**src/rtl/cmp_share_arbiter_if.sv**
```systemverilog
// cmp_share_arbiter_if: request/operand/result bundle between two comparator
// clients (master side) and the shared comparator arbiter (slave side).
interface cmp_share_arbiter_if #(
  parameter int WIDTH = 4
);
  logic             req0;
  logic [WIDTH-1:0] a0;
  logic [WIDTH-1:0] b0;
  logic             req1;
  logic [WIDTH-1:0] a1;
  logic [WIDTH-1:0] b1;
  logic             gnt0;
  logic             gnt1;
  logic             done0;
  logic             done1;
  logic             a_big;
  logic             b_big;
  logic             equal;
  logic             busy;

  modport master (
    output req0, a0, b0, req1, a1, b1,
    input  gnt0, gnt1, done0, done1, a_big, b_big, equal, busy
  );

  modport slave (
    input  req0, a0, b0, req1, a1, b1,
    output gnt0, gnt1, done0, done1, a_big, b_big, equal, busy
  );
endinterface

```
**src/rtl/cmp_share_arbiter.sv**
```systemverilog
// cmp_share_arbiter: shares one registered unsigned magnitude comparator
// between two requesters. IDLE picks a requester and latches its operands,
// CMP pulses the grant and compares, RESP pulses done with one-hot flags.
// Optional macro CMP_ARB_FIXED_PRIO_EN: requester 0 always wins a tie
// (default build is round-robin via the ptr register).
module cmp_share_arbiter #(
  parameter int WIDTH = 4
) (
  input logic                clk,
  input logic                rst_n,
  cmp_share_arbiter_if.slave bus
);

  typedef enum logic [1:0] {
    IDLE = 2'd0,
    CMP  = 2'd1,
    RESP = 2'd2
  } state_t;

  state_t           state;
  state_t           state_nx;
  logic             owner;
  logic             owner_nx;
  logic             ptr;
  logic             ptr_nx;
  logic             load;
  logic             sel;

  logic [WIDTH-1:0] op_a_p0;
  logic [WIDTH-1:0] op_b_p0;

  logic             gnt0_r;
  logic             gnt1_r;
  logic             done0_r;
  logic             done1_r;
  logic             busy_r;
  logic [2:0]       flags_r;

  logic             gnt0_nx;
  logic             gnt1_nx;
  logic             done0_nx;
  logic             done1_nx;
  logic             busy_nx;
  logic [2:0]       flags_nx;

  // Arbitration choice: returns the index (0/1) of the winning requester.
  function automatic logic pick(input logic r0, input logic r1, input logic p);
`ifdef CMP_ARB_FIXED_PRIO_EN
    pick = !r0;
`else
    if (r0 && r1) begin
      pick = p;
    end else begin
      pick = r1;
    end
`endif
  endfunction

  // Unsigned magnitude compare, packed as {a_big, b_big, equal}.
  function automatic logic [2:0] compare(input logic [WIDTH-1:0] a,
                                         input logic [WIDTH-1:0] b);
    if (a > b) begin
      compare = 3'b100;
    end else if (a < b) begin
      compare = 3'b010;
    end else begin
      compare = 3'b001;
    end
  endfunction

  // Next-state and next-output decode; every output is registered below.
  always_comb begin
    state_nx = state;
    owner_nx = owner;
    ptr_nx   = ptr;
    load     = 1'b0;
    sel      = 1'b0;
    gnt0_nx  = 1'b0;
    gnt1_nx  = 1'b0;
    done0_nx = 1'b0;
    done1_nx = 1'b0;
    busy_nx  = 1'b0;
    flags_nx = flags_r;
    case (state)
      IDLE: begin
        if (bus.req0 || bus.req1) begin
          sel      = pick(bus.req0, bus.req1, ptr);
          load     = 1'b1;
          owner_nx = sel;
          gnt0_nx  = !sel;
          gnt1_nx  = sel;
          busy_nx  = 1'b1;
          state_nx = CMP;
        end
      end
      CMP: begin
        flags_nx = compare(op_a_p0, op_b_p0);
        done0_nx = !owner;
        done1_nx = owner;
        busy_nx  = 1'b1;
        state_nx = RESP;
      end
      RESP: begin
        ptr_nx   = !owner;
        state_nx = IDLE;
      end
      default: begin
        state_nx = IDLE;
      end
    endcase
  end

  // Control and output registers; reset aborts any operation in flight.
  always_ff @(posedge clk) begin
    if (!rst_n) begin
      state   <= IDLE;
      owner   <= 1'b0;
      ptr     <= 1'b0;
      gnt0_r  <= 1'b0;
      gnt1_r  <= 1'b0;
      done0_r <= 1'b0;
      done1_r <= 1'b0;
      busy_r  <= 1'b0;
      flags_r <= 3'b000;
    end else begin
      state   <= state_nx;
      owner   <= owner_nx;
      ptr     <= ptr_nx;
      gnt0_r  <= gnt0_nx;
      gnt1_r  <= gnt1_nx;
      done0_r <= done0_nx;
      done1_r <= done1_nx;
      busy_r  <= busy_nx;
      flags_r <= flags_nx;
    end
  end

  // Stage p0: operand capture at the IDLE sampling edge; later operand
  // changes on the bus do not reach the comparison in flight.
  always_ff @(posedge clk) begin
    if (load) begin
      op_a_p0 <= sel ? bus.a1 : bus.a0;
      op_b_p0 <= sel ? bus.b1 : bus.b0;
    end
  end

  assign bus.gnt0  = gnt0_r;
  assign bus.gnt1  = gnt1_r;
  assign bus.done0 = done0_r;
  assign bus.done1 = done1_r;
  assign bus.busy  = busy_r;
  assign bus.a_big = flags_r[2];
  assign bus.b_big = flags_r[1];
  assign bus.equal = flags_r[0];

endmodule

```
**src/flat_wrapper.sv**
```systemverilog
// flat-port wrapper written by rule: the top's interface ports become plain ports
module cmp_share_arbiter_flat 
#(
  parameter int WIDTH = 4
)
  (clk, rst_n, bus_req0, bus_a0, bus_b0, bus_req1, bus_a1, bus_b1, bus_gnt0, bus_gnt1, bus_done0, bus_done1, bus_a_big, bus_b_big, bus_equal, bus_busy);
  cmp_share_arbiter_if #(.WIDTH(WIDTH)) bus_i ();
  input logic clk;
  input logic rst_n;
  input wire logic [$bits(bus_i.req0)-1:0] bus_req0;
  input wire logic [$bits(bus_i.a0)-1:0] bus_a0;
  input wire logic [$bits(bus_i.b0)-1:0] bus_b0;
  input wire logic [$bits(bus_i.req1)-1:0] bus_req1;
  input wire logic [$bits(bus_i.a1)-1:0] bus_a1;
  input wire logic [$bits(bus_i.b1)-1:0] bus_b1;
  output wire logic [$bits(bus_i.gnt0)-1:0] bus_gnt0;
  output wire logic [$bits(bus_i.gnt1)-1:0] bus_gnt1;
  output wire logic [$bits(bus_i.done0)-1:0] bus_done0;
  output wire logic [$bits(bus_i.done1)-1:0] bus_done1;
  output wire logic [$bits(bus_i.a_big)-1:0] bus_a_big;
  output wire logic [$bits(bus_i.b_big)-1:0] bus_b_big;
  output wire logic [$bits(bus_i.equal)-1:0] bus_equal;
  output wire logic [$bits(bus_i.busy)-1:0] bus_busy;
  assign bus_i.req0 = bus_req0;
  assign bus_i.a0 = bus_a0;
  assign bus_i.b0 = bus_b0;
  assign bus_i.req1 = bus_req1;
  assign bus_i.a1 = bus_a1;
  assign bus_i.b1 = bus_b1;
  assign bus_gnt0 = bus_i.gnt0;
  assign bus_gnt1 = bus_i.gnt1;
  assign bus_done0 = bus_i.done0;
  assign bus_done1 = bus_i.done1;
  assign bus_a_big = bus_i.a_big;
  assign bus_b_big = bus_i.b_big;
  assign bus_equal = bus_i.equal;
  assign bus_busy = bus_i.busy;
  cmp_share_arbiter #(.WIDTH(WIDTH)) u_core (.clk(clk), .rst_n(rst_n), .bus(bus_i));
endmodule
```
**config.mk**
```make
export PLATFORM = sky130hd
export DESIGN_NAME = cmp_share_arbiter_flat
export DESIGN_NICKNAME = d
export VERILOG_FILES = /design/src/rtl/cmp_share_arbiter_if.sv /design/src/rtl/cmp_share_arbiter.sv /design/src/flat_wrapper.sv
export SDC_FILE = /design/constraint.sdc
export NUM_CORES = 1
export LEC_CHECK = 0
export CORE_MARGIN = 5
export CORE_UTILIZATION = 55
export DETAILED_ROUTE_END_ITERATION = 8
export DONT_BUFFER_PORTS = 1
export GPL_ROUTABILITY_DRIVEN = 0
export PLACE_DENSITY = 0.71
export RECOVER_POWER = 50
export SLEW_MARGIN = 5
export SYNTH_ARGS = -nofsm -noshare
export SYNTH_HDL_FRONTEND = slang
export SYNTH_SLANG_ARGS = --single-unit
```
**constraint.sdc**
```tcl
create_clock -name clk -period 2.1 [get_ports clk]
set_input_delay 0.525 -clock clk [delete_from_list [all_inputs] [get_ports clk]]
set_output_delay 0.525 -clock clk [all_outputs]
set_load 0.01 [all_outputs]
```
==> reports/metrics.yaml <==
status: "finished, final reports clean"
finalSetupViolCount: 0
power.share.clock: 0.277
hold_viol_final: 0
cts_hold_repair.buffers: 0
rsz0062_at_grt: "false"
drt_iter0_drc: 6
antenna_found_initial: 0
postSynthCellCount: 71
postRouteAntennaNets: 0
drc: 0
wire_per_inst_um: 13.75
ir_worst_vdd_v: 0.0004757
fmax_mhz: 618.7
synth-seq-area-share: 0.5664
setup.worst_path.start_class: "register"
clock_path_buffers: 2
utilization: 0.6025
clkLatencyLatePin_ps: 290
cts-root-buf: "clkbuf_4"
ys_ff_latch: 20
grt_overflow: 0
fin_tns_setup_ps: 0
rows: 14
dieWidth_um: 49.28
io_buffers: 0
first_global_vias: 521
mostFrequentLayoutCells: "dfxtp_1 (12), inv_1 (8), mux2_4 (8), edfxtp_1 (8), nor2_1 (7)"
power_frac_comb: 0.128
timing.rr.start: "u_core.state[1]"
crit_path_end: "u_core.op_a_p0[2]"
critical_path_class: "reg -> reg"
syn_to_final_growth_pct: 5.752
rr_worst_depth: 2
yosysUniqueCellTypes: 22
clock_skew_ps: 3.778
cts_resized: 0
reg2reg_slack_ps: 480
drv_slew: 0
seqPwrFrac: 0.595
syn_area_um2: 848.3
p_switching_uw: 179.6
min_period_ps: 1616
postSynthAreaPerCell_um2: 11.95
grt_pass1_wl_um: 2125
dr.pass1.iters: 3
cp.arrival_ps: 1670
worst_slew_pin_slew_ps: 546.5
place_hpwl_um: 913.2
coreArea_mm2: 0.001489
grt_use_total: 0.1131
cts.clk_slew.worst_paths_ps: 110
clock-sinks: 20
start_util: 0.5697
tritoncts.num_buffers: 3
max_slew_margin: 0.6356
period_share: 0.7696
p_sw_frac: 0.2312
crit_chain: "or3_1 > mux2_4"
internal_power_uw: 597.0
r2r-end: "u_core.op_a_p0[2]"
final_common_cell: "dfxtp_1"
drv_cap: 0
io_pins: 28
stdcell_count: 91
cp-startpoint: "u_core.state[1]"
diodes: 0
placedCellCount: 87
viasPerCell: 5.374
leakagePower_nw: 0.4005
cts_tree: "done"
hold_path_class: "in -> reg"
grt_max_degree: 12
endpoint_kind: "register"
power.density_mw_per_mm2: 865.6
yosysWarnings: 0
fp.dieH_um: 49.28
place_area_um2: 864.6
vias: 489
cts_setup_buffers: 0
final_cell_area_um2: 897.1
power_uw: 776.6
slowest_stage: "or3_1"
htree_levels: 1
cpPeakStageDelay_ps: 630
cp_max_fo: 10
nNetsFinal: 100
fillers: 117
crit_required_ps: 2150
syn-num-nets: 95
drive_gt1_frac: 0.1733
dieArea_mm2: 0.002428
routed_wl_um: 1251
## critical path, delay by kind of cell (launching register included)
kind          cells  cell delay [ps]
simple gates      1              630
mux               1              380
flops             1              360
## area by class of cell
| class | instances | area [um2] | area share |
|---|---|---|---|
| timing repair buffer | 1 | 3.754 | 0.004184 |
| clock buffer | 4 | 36.28 | 0.04045 |
| tap | 16 | 20.02 | 0.02232 |
| sequential | 20 | 480.5 | 0.5356 |
| inverter | 9 | 33.78 | 0.03766 |
| multi-input combinational | 41 | 322.8 | 0.3598 |
## through the flow
stage | hold WS, ps | setup slack, ps
after floorplan | 418.1 | 476.0
after global placement | 447.1 | 296.2
after detailed placement | 450.7 | 276.9
after CTS | 380.6 | 484.4
after global routing | 373.2 | 426.2
final | 383.3 | 483.8
## synthesized netlist by cell type
cell | n | area [um2]
nor4_1 | 1 | 6.260
a22o_1 | 1 | 8.760
edfxtp_1 | 8 | 240.2
nand2_1 | 3 | 11.26
o21ai_0 | 3 | 15.01
nor2_1 | 7 | 26.28
a21oi_1 | 4 | 20.02
inv_2 | 1 | 3.750
nor3_1 | 1 | 5.000
or3_1 | 2 | 12.51
mux2_4 | 8 | 120.1
o21ai_1 | 1 | 5.000
and2_1 | 1 | 6.260
and3_1 | 1 | 6.260
nand4_1 | 1 | 6.260
ha_1 | 4 | 50.05
buf_6 | 1 | 11.26
dfxtp_1 | 12 | 240.2
inv_1 | 8 | 30.03
a32o_1 | 1 | 10.01
and2b_1 | 1 | 7.510
nand2b_1 | 1 | 6.260
## metal layers
metal | GRT usage | part of all wire | vias up
met5 | 0 | 0 | -
met4 | 0.06726 | 0.018 | 0
met3 | 0.04281 | 0.096 | 4
met2 | 0.1824 | 0.46 | 21
met1 | 0.1240 | 0.43 | 209
li1 | - | - | 255
## power by group through the flow
stage	clock, mW	sequential (mW)	combinational, mW
2_1_floorplan	0	0.466	0.0870
3_3_place_gp	0	0.470	0.0999
3_5_place_dp	0	0.471	0.102
4_1_cts	0.221	0.462	0.103
5_1_grt	0.233	0.467	0.116
6_report	0.215	0.462	0.0995
## kinds of logic (layout without fill, tap and decap cells)
kind of cell | count (synthesis) | after routing | synth area share
compound gates | 10 | 10 | 0.06931
fa+ha+maj | 4 | 4 | 0.05900
buf+inv | 10 | 14 | 0.05309
flops | 20 | 20 | 0.5664
mux | 8 | 8 | 0.1416
simple gates | 19 | 19 | 0.1106
## state kept, by name (all words and copies together) (netlist names)
| signal | flops |
|---|---|
| u_core.bus.busy | 1 |
| u_core.state | 2 |
| u_core.op_b_p0 | 4 |
| u_core.bus.done1 | 1 |
| u_core.ptr | 1 |
| u_core.flags_r | 3 |
| u_core.op_a_p0 | 4 |
| u_core.owner | 1 |
| u_core.bus.done0 | 1 |
| u_core.bus.gnt0 | 1 |
| u_core.bus.gnt1 | 1 |
## worst min path at each step
stage,startpoint,end,slack (ps),cells past startpoint
6_report,rst_n,u_core.bus.done1,380,1
5_1_grt,rst_n,u_core.bus.done1,370,1
4_1_cts,rst_n,u_core.bus.done1,380,1
3_5_place_dp,u_core.owner,u_core.bus.done0,450,1
3_3_place_gp,u_core.owner,u_core.bus.done0,450,1
2_1_floorplan,u_core.owner,u_core.bus.done0,420,1
(Power assumes the default switching activity.)
